===== src/rtl/load_access_ctrl.sv =====
// Load access controller: accepts one load, reads the aligned word, extracts/merges the result.
// Optional LOAD_MERGE_EN: lwl/lwr merge with the latched rt value instead of zero-filling.
module load_access_ctrl #(
    parameter int TIMEOUT_CYCLES = 255
) (
    input  logic        clk,
    input  logic        rst_n,
    input  logic        req_valid,
    output logic        req_ready,
    input  logic [31:0] req_addr,
    input  logic [2:0]  req_load_sel,
    input  logic [31:0] req_rt_data,
    output logic        mem_rd,
    output logic [31:0] mem_addr,
    input  logic        mem_ack,
    input  logic [31:0] mem_rdata,
    output logic        resp_valid,
    input  logic        resp_ready,
    output logic [31:0] resp_data,
    output logic        resp_err
);
    typedef enum logic [1:0] {IDLE, WAIT, RESP} state_t;

    state_t      state;
    logic [31:0] addr_q, rdata_q;
    logic [2:0]  sel_q;
    logic [7:0]  wait_cnt;
    logic        err_q, fill_q;
    logic        bad_req;
    logic [7:0]  wait_cnt_nxt;
    logic [31:0] ext;
    logic [1:0]  a;
    logic [4:0]  lsh, rsh;
    logic [7:0]  byte_v;
    logic [15:0] half_v;
    logic [31:0] lwl_v, lwr_v, lwl_mask, lwr_mask;

`ifdef LOAD_MERGE_EN
    logic [31:0] rt_q;
`else
    logic rt_unused;
    assign rt_unused = ^req_rt_data;
`endif

    assign bad_req = (req_load_sel == 3'd7)
                   || (((req_load_sel == 3'd2) || (req_load_sel == 3'd3)) && req_addr[0])
                   || ((req_load_sel == 3'd4) && (req_addr[1:0] != 2'b00));
    assign wait_cnt_nxt = wait_cnt + 8'd1;

    // Extraction works purely from latched request fields and the captured word.
    always_comb begin
        a        = addr_q[1:0];
        lsh      = {a, 3'b000};
        rsh      = {~a, 3'b000};
        lwl_mask = 32'hFFFF_FFFF << lsh;
        lwr_mask = 32'hFFFF_FFFF >> rsh;
        lwl_v    = (rdata_q << lsh) & lwl_mask;
        lwr_v    = (rdata_q >> rsh) & lwr_mask;
        half_v   = a[1] ? rdata_q[31:16] : rdata_q[15:0];
        case (a)
            2'd0:    byte_v = rdata_q[7:0];
            2'd1:    byte_v = rdata_q[15:8];
            2'd2:    byte_v = rdata_q[23:16];
            default: byte_v = rdata_q[31:24];
        endcase
`ifdef LOAD_MERGE_EN
        lwl_v = lwl_v | (rt_q & ~lwl_mask);
        lwr_v = lwr_v | (rt_q & ~lwr_mask);
`endif
        case (sel_q)
            3'd0:    ext = {{24{byte_v[7]}}, byte_v};
            3'd1:    ext = {24'd0, byte_v};
            3'd2:    ext = {{16{half_v[15]}}, half_v};
            3'd3:    ext = {16'd0, half_v};
            3'd4:    ext = rdata_q;
            3'd5:    ext = lwl_v;
            3'd6:    ext = lwr_v;
            default: ext = 32'd0;
        endcase
    end

    always_ff @(posedge clk) begin
        if (!rst_n) begin
            state      <= IDLE;
            req_ready  <= 1'b1;
            mem_rd     <= 1'b0;
            mem_addr   <= 32'd0;
            resp_valid <= 1'b0;
            resp_data  <= 32'd0;
            resp_err   <= 1'b0;
            wait_cnt   <= 8'd0;
            addr_q     <= 32'd0;
            rdata_q    <= 32'd0;
            sel_q      <= 3'd0;
            err_q      <= 1'b0;
            fill_q     <= 1'b0;
`ifdef LOAD_MERGE_EN
            rt_q       <= 32'd0;
`endif
        end else begin
            case (state)
                IDLE: if (req_valid) begin
                    addr_q    <= req_addr;
                    sel_q     <= req_load_sel;
`ifdef LOAD_MERGE_EN
                    rt_q      <= req_rt_data;
`endif
                    mem_addr  <= {req_addr[31:2], 2'b00};
                    wait_cnt  <= 8'd0;
                    req_ready <= 1'b0;
                    err_q     <= bad_req;
                    if (bad_req) begin
                        state  <= RESP;
                        fill_q <= 1'b1;
                    end else begin
                        state  <= WAIT;
                        mem_rd <= 1'b1;
                    end
                end
                WAIT: begin
                    wait_cnt <= wait_cnt_nxt;
                    if (mem_ack) begin
                        rdata_q <= mem_rdata;
                        mem_rd  <= 1'b0;
                        fill_q  <= 1'b1;
                        state   <= RESP;
                    end else if (wait_cnt_nxt == 8'(TIMEOUT_CYCLES)) begin
                        err_q   <= 1'b1;
                        mem_rd  <= 1'b0;
                        fill_q  <= 1'b1;
                        state   <= RESP;
                    end
                end
                RESP: begin
                    // First RESP cycle registers the result; valid rises the cycle after.
                    if (fill_q) begin
                        fill_q     <= 1'b0;
                        resp_valid <= 1'b1;
                        resp_data  <= err_q ? 32'd0 : ext;
                        resp_err   <= err_q;
                    end else if (resp_ready) begin
                        resp_valid <= 1'b0;
                        req_ready  <= 1'b1;
                        state      <= IDLE;
                    end
                end
                default: state <= IDLE;
            endcase
        end
    end
endmodule


===== config.mk =====
export PLATFORM = sky130hd
export DESIGN_NAME = load_access_ctrl
export DESIGN_NICKNAME = d
export VERILOG_FILES = /design/src/rtl/load_access_ctrl.sv
export SDC_FILE = /design/constraint.sdc
export NUM_CORES = 1
export LEC_CHECK = 0
export CAP_MARGIN = 20
export CORE_ASPECT_RATIO = 0.75
export CORE_MARGIN = 3
export CORE_UTILIZATION = 43
export CTS_CLUSTER_DIAMETER = 100
export DETAILED_ROUTE_END_ITERATION = 10
export PLACE_DENSITY = 0.81
export RECOVER_POWER = 50
export SKIP_LAST_GASP = 1
export SLEW_MARGIN = 15
export SYNTH_ARGS = -nofsm -noshare
export SYNTH_HDL_FRONTEND = slang
export SYNTH_SLANG_ARGS = --single-unit

===== constraint.sdc =====
create_clock -name clk -period 1.87 [get_ports clk]
set_input_delay 0.2805 -clock clk [delete_from_list [all_inputs] [get_ports clk]]
set_output_delay 0.2805 -clock clk [all_outputs]
set_load 0.005 [all_outputs]

==> flow_summary.ini, run 1 <==
[run_status]
status = finished, violations left
violations = negative setup slack

[worst_hold_path]
hp-class = in2reg
hold_depth = 3

[timing]
fin_skew_ps = 7.14
rsz0062_at_grt = yes
tns_ps = -457
setup_violations = 5
period_minus_slack_ps = 2050
fin_crit_sh = 1.09
max_freq_ghz = 0.489
worst_hold_slack_ps = 403
finalHoldViolations = 0
drv_slew = 0
fin_ws_ps = -176

[worst_setup_path]
r2r_cells = 8
start_kind = register
end_kind = register
critPathKind = reg2reg
critical_path_arrival_ps = 2340
required_ps = 2170
worstPathMaxFanout = 3

[power_and_ir_drop]
internal_power_mw = 5.15
power_frac_comb = 0.223
vdd_drop_max_v = 0.000680
clkPwrFrac = 0.404
p_sw_frac = 0.305
p_total_mw = 7.40
seqPwrFrac = 0.373
leakagePower_nw = 3.22
p_sw_mw = 2.26
power_density_nw_per_um2 = 869

[die]
die_x_um = 141
ios = 172
core.rowCount = 36
coreArea_um2 = 13200
die_h_um = 107
die_area_um2 = 15000
start_util = 0.444

[final_layout]
final_nets = 1033
multiInputGateArea_um2 = 3310
instances_no_fill = 1108
area_growth_pct = 45.8
insertedDiodeCount = 0
drive_gt1_frac = 0.173
seq_area_um2 = 2310
num-fill-cells = 1113

[route]
wl_per_cell_um = 16.6
drt_iter0_markers = 703
drc = 0
first_pass_iters = 9
routed_wirelength_um = 18400
vias = 6192
ant_nets = 0
vias_per_cell = 5.59

[synth]
syn_area_um2 = 5840
synth-edff-count = 0
async_reset_ff_frac = 0
synth_ff_type = dfxtp_1
synthCells = 745
synth_warnings = 0
synth-seq-cells = 115
synth.avg_cell_area_um2 = 7.84
synth-seq-area-share = 0.394
synthDistinctLibCells = 65

[placed_design]
dp_hpwl_um = 13000
finalWeightedCongestion = 0.968
io_buffers = 137
placed_cells = 1070

[clocking]
cts_inserted_buffers = 17
clock_latency_ps = 420
h-tree-depth = 4
cts.clk_slew.worst_paths_ps = 60
cts_root_buf = clkbuf_16
cts_tree = done
cts_hold_buf = 0
clock_sinks = 115
cts_buffer_depth = 2

[global_route]
grt_max_degree = 78
first_global_vias = 5806
grt_pass1_wl_um = 29100
grt_antenna_before_repair = 0
grtUsageTotal = 0.241
grt_overflow = 0

[job]
max-cap-violations = 0
==> flip-flops by register name (all words and copies together), names as in the netlist <==
register	flops
mem_addr	30
state	2
resp_valid	1
sel_q	3
fill_q	1
req_ready	1
resp_data	32
resp_err	1
addr_q	2
err_q	1
mem_rd	1
wait_cnt	8
rdata_q	32
==> worst paths after layout <==
kind | start | endpoint | slack [ps]
max | addr_q[0] | resp_data[0] | -180
min | mem_rdata[11] | rdata_q[11] | 400
max reg2reg | addr_q[0] | resp_data[0] | -180
min reg2reg | mem_addr[7] | mem_addr[7] | 450
==> synthesized netlist by cell type (all sizes together) (2+ instances only) <==
library cell  count  area, um^2
nor3              7        40.0
and2              4        25.0
ha                5        62.6
nor3b             2        15.0
nor2             46         173
clkbuf           29         119
and3              2        13.8
nand2b            3        18.8
mux2             11         124
o21ai            24         120
nand2           186         698
a21o             14         106
mux4              4        90.1
a22oi            18         135
a221oi            6        52.6
or2               3        18.8
a31oi             6        37.5
a2bb2oi           3        26.3
o211ai            3        27.5
or4               2        15.0
dfxtp           115        2300
and3b             2        17.5
mux2i            30         300
nand3             9        50.1
a32oi             5        43.8
nor2b             6        37.5
inv              13        48.8
a21oi           118         594
o2bb2ai           2        17.5
a222oi           11         110
buf              28         168
o211a             2        20.0
a31o              4        35.0
a22o              4        35.0
==> layout make-up <==
class | count | share of cell area
sequential | 115 | 0.272
clock inverter | 14 | 0.0128
clock buffer | 18 | 0.0516
inverter | 13 | 0.00573
tap | 171 | 0.0251
multi-input combinational | 561 | 0.388
timing repair buffer | 216 | 0.245
==> layer usage <==
layer | track usage | wire (um) | vias up | share of wire
met1 | 0.332 | 8220 | 2871 | 0.45
met2 | 0.358 | 8170 | 277 | 0.44
met5 | 0 | 0 | - | 0
met3 | 0.0669 | 1600 | 51 | 0.087
li1 | - | - | 2993 | -
met4 | 0.0906 | 410 | 0 | 0.022
==> cell families (layout without fill, tap and decap cells) <==
family,count (synthesis),in the layout,synth area share
simple gates,277,277,0.199
compound gates,230,230,0.248
flops,115,115,0.394
buf+inv,70,261,0.0574
mux,45,45,0.0880
fa+ha+maj,5,5,0.0107
xor+xnor,2,2,0.00300
other cells,1,2,0.000642
==> cell usage in the layout (no fill, tap or decap), types with 4 or more instances in the layout <==
master and count:
nand2_1 186, a21oi_1 116, dfxtp_1 109, clkdlybuf4s50_1 90
buf_4 62, dlygate4sd3_1 47, nor2_1 43, mux2i_1 27
o21ai_0 23, a22oi_1 17, clkbuf_16 17, a21o_1 13
inv_1 12, a222oi_1 11, mux2_2 10, nand3_1 8
buf_12 8, nor3_1 6, a31oi_1 6, a32oi_1 5
nor2b_1 5, clkinv_4 5, buf_6 5, mux4_2 4
a221oi_2 4, a31o_2 4, dfxtp_2 4, clkinvlp_4 4
==> through the flow <==
stage | area [um^2] | utilization | setup slack, ps
5_1_grt | 8520 | 0.648 | -253
4_1_cts | 8380 | 0.637 | -157
3_5_place_dp | 7800 | 0.593 | -162
6_report | 8520 | 0.648 | -176
2_1_floorplan | 5850 | - | 20.8
3_3_place_gp | 7800 | 0.593 | -123
==> power by group through the flow <==
stage	Clock (mW)	Combinational, mW	Sequential (mW)
2_1_floorplan	0	0.839	2.78
3_3_place_gp	0	1.59	2.79
3_5_place_dp	0	1.62	2.80
4_1_cts	3.04	1.65	2.75
5_1_grt	3.15	1.80	2.78
6_report	2.99	1.65	2.76
==> worst max-delay path: stages (launching register included) <==
cell	delay [ps]
dfxtp_2	320
nor2b_1	120
buf_4	150
mux4_2	500
a222oi_1	450
buf_4	210
nor2_2	40
a21oi_2	100
nor2_1	40
==> what timing repair did <==
action	4_1_cts	5_1_grt
pin swaps	3	16
cloned	0	0
buffers inserted	2	4
resized for setup	8	30
endpoints found under the setup margin	13	25
endpoints found under the hold margin	0	0
(Power assumes the default switching activity.)
==> run 2, diff against run 1 <==
--- a/config.mk
+++ b/config.mk
@@ -7,7 +7,7 @@
 export LEC_CHECK = 0
 export CAP_MARGIN = 20
 export CORE_ASPECT_RATIO = 0.75
-export CORE_MARGIN = 3
+export CORE_MARGIN = 5
 export CORE_UTILIZATION = 43
 export CTS_CLUSTER_DIAMETER = 100
 export DETAILED_ROUTE_END_ITERATION = 10
==> flow_summary.ini, run 2 (synthesized netlist as in run 1, its figures left out) <==
[route]
drt_iter0_markers = 812
ant_nets = 0
drc = 0
vias_per_cell = 5.62
routed_wirelength_um = 18600
first_pass_iters = 7
wl_per_cell_um = 16.9
vias = 6203

[final_layout]
final_common_cell = nand2_1
insertedDiodeCount = 0
drive_gt1_frac = 0.168
final_nets = 1028
instances_no_fill = 1103
area_growth_pct = 44.6
largestRegisters = rdata_q x32, resp_data x32, mem_addr x30
layout_common_cells = nand2_1 (186), clkdlybuf4s50_1 (137), a21oi_1 (115), dfxtp_1 (111), buf_4 (62)

[placed_design]
dp_hpwl_um = 13100
io_buffers = 137
finalWeightedCongestion = 0.923
dp_slack_ps = -155
placed_cells = 1066

[worst_setup_path]
critPathKind = reg2reg
worstPathMaxFanout = 3
start_kind = register
path_cells = nor2b_4, buf_6, mux4_2, a222oi_1, buf_4, nor2_2, a21oi_2, nor2_1
required_ps = 2170
worst-path-buf-inv = 2
critical-path-slowest-cell = mux4_2
critical_path_arrival_ps = 2250
end_kind = register
slowest_delay_ps = 500
cp_top_family = multiplexers

[power_and_ir_drop]
vdd_drop_max_v = 0.000748
leakagePower_nw = 3.06
p_total_mw = 7.61
p_sw_frac = 0.290
power_density_nw_per_um2 = 901
power_frac_comb = 0.219
p_sw_mw = 2.21
internal_power_mw = 5.40
seqPwrFrac = 0.362
clkPwrFrac = 0.418

[timing]
worst_hold_slack_ps = 411
fin_crit_sh = 1.04
finalHoldViolations = 0
period_minus_slack_ps = 1950
tightest_slew_ps = 494
fin_skew_ps = 11.1
setup_violations = 3
max_freq_ghz = 0.513
fin_ws_ps = -79.5
rsz0062_at_grt = yes
slew_headroom = 0.669
drv_slew = 0

[global_route]
grtUsageTotal = 0.226
grt_overflow = 0
grt_pass1_wl_um = 29100
grt_antenna_before_repair = 0
first_global_vias = 5591
grt_max_degree = 68

[worst_hold_path]
hp-class = in2reg

[run_status]
violations = negative setup slack
status = finished, violations left

[die]
die_h_um = 111
core.rowCount = 36
die_x_um = 145
coreArea_um2 = 13200
die_area_um2 = 16000
start_util = 0.444
ios = 172

[clocking]
clock_latency_ps = 410
cts.clk_slew.worst_paths_ps = 60
h-tree-depth = 4
cts_hold_buf = 0
clock_sinks = 115
cts_tree = done
cts_root_buf = clkbuf_16
cts_inserted_buffers = 17
cts_buffer_depth = 2

[job]
max-cap-violations = 0
run 2: power by group through the flow:
| stage | clock network, mW | registers (mW) | logic (mW) |
|---|---|---|---|
| floorplan | 0 | 2.78 | 0.839 |
| global placement | 0 | 2.79 | 1.56 |
| detailed placement | 0 | 2.80 | 1.58 |
| CTS | 3.22 | 2.75 | 1.60 |
| global route | 3.34 | 2.78 | 1.82 |
| finish | 3.18 | 2.76 | 1.67 |
run 2: path summary, 6_finish.rpt:
| path | start | end | slack, ps | cells after the start |
|---|---|---|---|---|
| max | addr_q[0] | resp_data[0] | -80 | 8 |
| min | mem_rdata[4] | rdata_q[4] | 410 | 3 |
| max reg2reg | addr_q[0] | resp_data[0] | -80 | 8 |
| min reg2reg | resp_data[28] | resp_data[28] | 450 | 2 |
run 2: metrics by stage:
| stage | area (um^2) | util | setup TNS (ps) |
|---|---|---|---|
| CTS | 8320 | 0.633 | -139 |
| global placement | 7720 | 0.587 | -271 |
| finish | 8450 | 0.642 | -162 |
| floorplan | 5850 | - | 0 |
| detailed placement | 7720 | 0.587 | -381 |
| global route | 8450 | 0.642 | -950 |
run 2: routing by layer:
layer  up-vias  track usage  wire length, um
li1       2980            -                -
met1      2879        0.318             7980
met2       309        0.336             8380
met3        35       0.0651             1950
met4         0       0.0640              331
met5         -            0                0
run 2: layout make-up:
class	instances	area, um^2
Fill cell	1102	4700
Tap cell	171	214
Timing Repair Buffer	211	2000
Sequential cell	115	2310
Clock buffer	17	425
Inverter	13	48.8
Clock inverter	15	158
Multi-Input combinational cell	561	3290
run 2: repair_timing:
| action | CTS | global route |
|---|---|---|
| setup endpoints to repair | 17 | 30 |
| resized for setup | 6 | 29 |
| cloned | 0 | 1 |
| pin swaps | 1 | 13 |
| setup buffers | 0 | 5 |
run 2: worst min-delay path, stage by stage:
cell	delay (ps)
clkdlybuf4s50_1	390
nand2_1	50
a21oi_1	50
==> run 3, diff against run 2 <==
--- a/config.mk
+++ b/config.mk
@@ -11,8 +11,10 @@
 export CORE_UTILIZATION = 43
 export CTS_CLUSTER_DIAMETER = 100
 export DETAILED_ROUTE_END_ITERATION = 10
+export GPL_TIMING_DRIVEN = 0
 export PLACE_DENSITY = 0.81
 export RECOVER_POWER = 50
+export SETUP_SLACK_MARGIN = 0.5
 export SKIP_LAST_GASP = 1
 export SLEW_MARGIN = 15
 export SYNTH_ARGS = -nofsm -noshare
==> flow_summary.ini, run 3 (synthesized netlist as in run 1, its figures left out) <==
[clocking]
cts_tree = done
clock_sinks = 115
cts_hold_buf = 0
cts_buffer_depth = 2
cts.clk_slew.worst_paths_ps = 60
h-tree-depth = 4
cts_root_buf = clkbuf_16
clock_latency_ps = 430
cts_inserted_buffers = 17

[run_status]
status = finished, violations left
violations = negative setup slack

[worst_setup_path]
slowest_delay_ps = 500
crit_path_frequent_cell = nor2_1
critPathKind = reg2reg
worst-path-buf-inv = 1
critical-path-slowest-cell = dfxtp_1
start_kind = register
required_ps = 2170
worstPathMaxFanout = 10
cp_top_family = compound AO/OA/AOI/OAI gates
end_kind = register
critical_path_arrival_ps = 2330
path_cells = clkbuf_2, nand2b_2, nor2_1, a221oi_1, a31oi_1, a21oi_1, nor2_1

[die]
die_x_um = 145
die_h_um = 111
die_area_um2 = 16000
coreArea_um2 = 13200
core.rowCount = 36
start_util = 0.444
ios = 172

[power_and_ir_drop]
leakagePower_nw = 4.08
vdd_drop_max_v = 0.000655
power_density_nw_per_um2 = 878
p_total_mw = 8.95

[timing]
tightest_slew_ps = 807
period_minus_slack_ps = 2030
rsz0062_at_grt = yes
fin_ws_ps = -161
worst_hold_slack_ps = 327
fin_skew_ps = 9.53
slew_headroom = 0.462
finalHoldViolations = 0
setup_violations = 13
tns_ps = -882
max_freq_ghz = 0.492
fin_crit_sh = 1.09
drv_slew = 0

[final_layout]
drive_gt1_frac = 0.390
largestRegisters = rdata_q x32, resp_data x32, mem_addr x30
final_common_cell = nand2_1
area_growth_pct = 74.4
insertedDiodeCount = 0
final_nets = 1079
layout_common_cells = nand2_1 (132), dfxtp_1 (102), a21oi_2 (73), clkdlybuf4s50_1 (70), dlygate4sd2_1 (66)
final_util = 0.775
design_area_um2 = 10200

[route]
ant_nets = 0
drc = 0
wl_per_cell_um = 21.6
routed_wirelength_um = 25000
drt_iter0_markers = 965
vias_per_cell = 6.04
first_pass_iters = 8
vias = 6966

[global_route]
grt_antenna_before_repair = 0
grt_pass1_wl_um = 34800
grt_overflow = 0
grt_max_degree = 17
first_global_vias = 6451
grtUsageTotal = 0.275

[job]
max-cap-violations = 0

[placed_design]
io_buffers = 136
dp_hpwl_um = 14700
finalWeightedCongestion = 1.00
place_area_um2 = 7690

[worst_hold_path]
hp-class = in2reg
run 3: changes by cell type in the layout (fill, tap and decap cells not counted), moves of 37 or more:
cell and delta:
nand2_1 -54, a21oi_1 -73, a21oi_2 +70, dlygate4sd2_1 +66, nand2_4 +37, clkdlybuf4s50_1 -67
run 3: worst paths after layout:
| kind | cells past startpoint | to | startpoint | slack [ps] |
|---|---|---|---|---|
| max | 7 | resp_data[9] | sel_q[2] | -160 |
| min | 2 | req_ready | rst_n | 330 |
| max reg2reg | 7 | resp_data[9] | sel_q[2] | -160 |
| min reg2reg | 2 | resp_data[28] | resp_data[28] | 460 |
run 3: final cells by class:
type,count,area [um^2]
plain buffers,57,634
clock buffers,17,425
clock inverters,15,183
fillers,794,2960
inverters,13,62.6
multi-input cells,562,4290
flip-flops and latches,115,2330
well taps,171,214
repair buffers,204,2050
run 3: worst register-to-register path, stage by stage (launching register included):
cell and delay, ps:
dfxtp_1 500, clkbuf_2 310, nand2b_2 290, nor2_1 80, a221oi_1 330, a31oi_1 210
a21oi_1 160, nor2_1 50
run 3: through the flow:
| step | setup WS [ps] | std cells |
|---|---|---|
| 2_1_floorplan | 229 | 746 |
| 3_3_place_gp | -183 | 1053 |
| 3_5_place_dp | -235 | 1053 |
| 4_1_cts | -43.9 | 1138 |
| 5_1_grt | -151 | 1154 |
| 6_report | -161 | 1154 |
run 3: timing repair:
action,4_1_cts,5_1_grt
pin swaps,59,67
resized for setup,252,167
setup endpoints to repair,175,113
setup buffers,44,14
endpoints found under the hold margin,0,0
gates cloned,9,2
run 3: per-layer routing:
layer | up-vias | track usage | share of wire | wire [um]
li1 | 3088 | - | - | -
met1 | 3287 | 0.384 | 0.40 | 9930
met2 | 479 | 0.409 | 0.45 | 11400
met3 | 110 | 0.0699 | 0.11 | 2710
met4 | 2 | 0.0907 | 0.037 | 918
met5 | - | 0.0296 | 0.0022 | 56
run 3: power breakdown:
part           internal (mW)  leakage [nW]  switching, mW
registers               2.62         0.942          0.182
logic                   1.34          2.84           1.40
clock network           2.03         0.298           1.39
total                   5.98          4.08           2.97
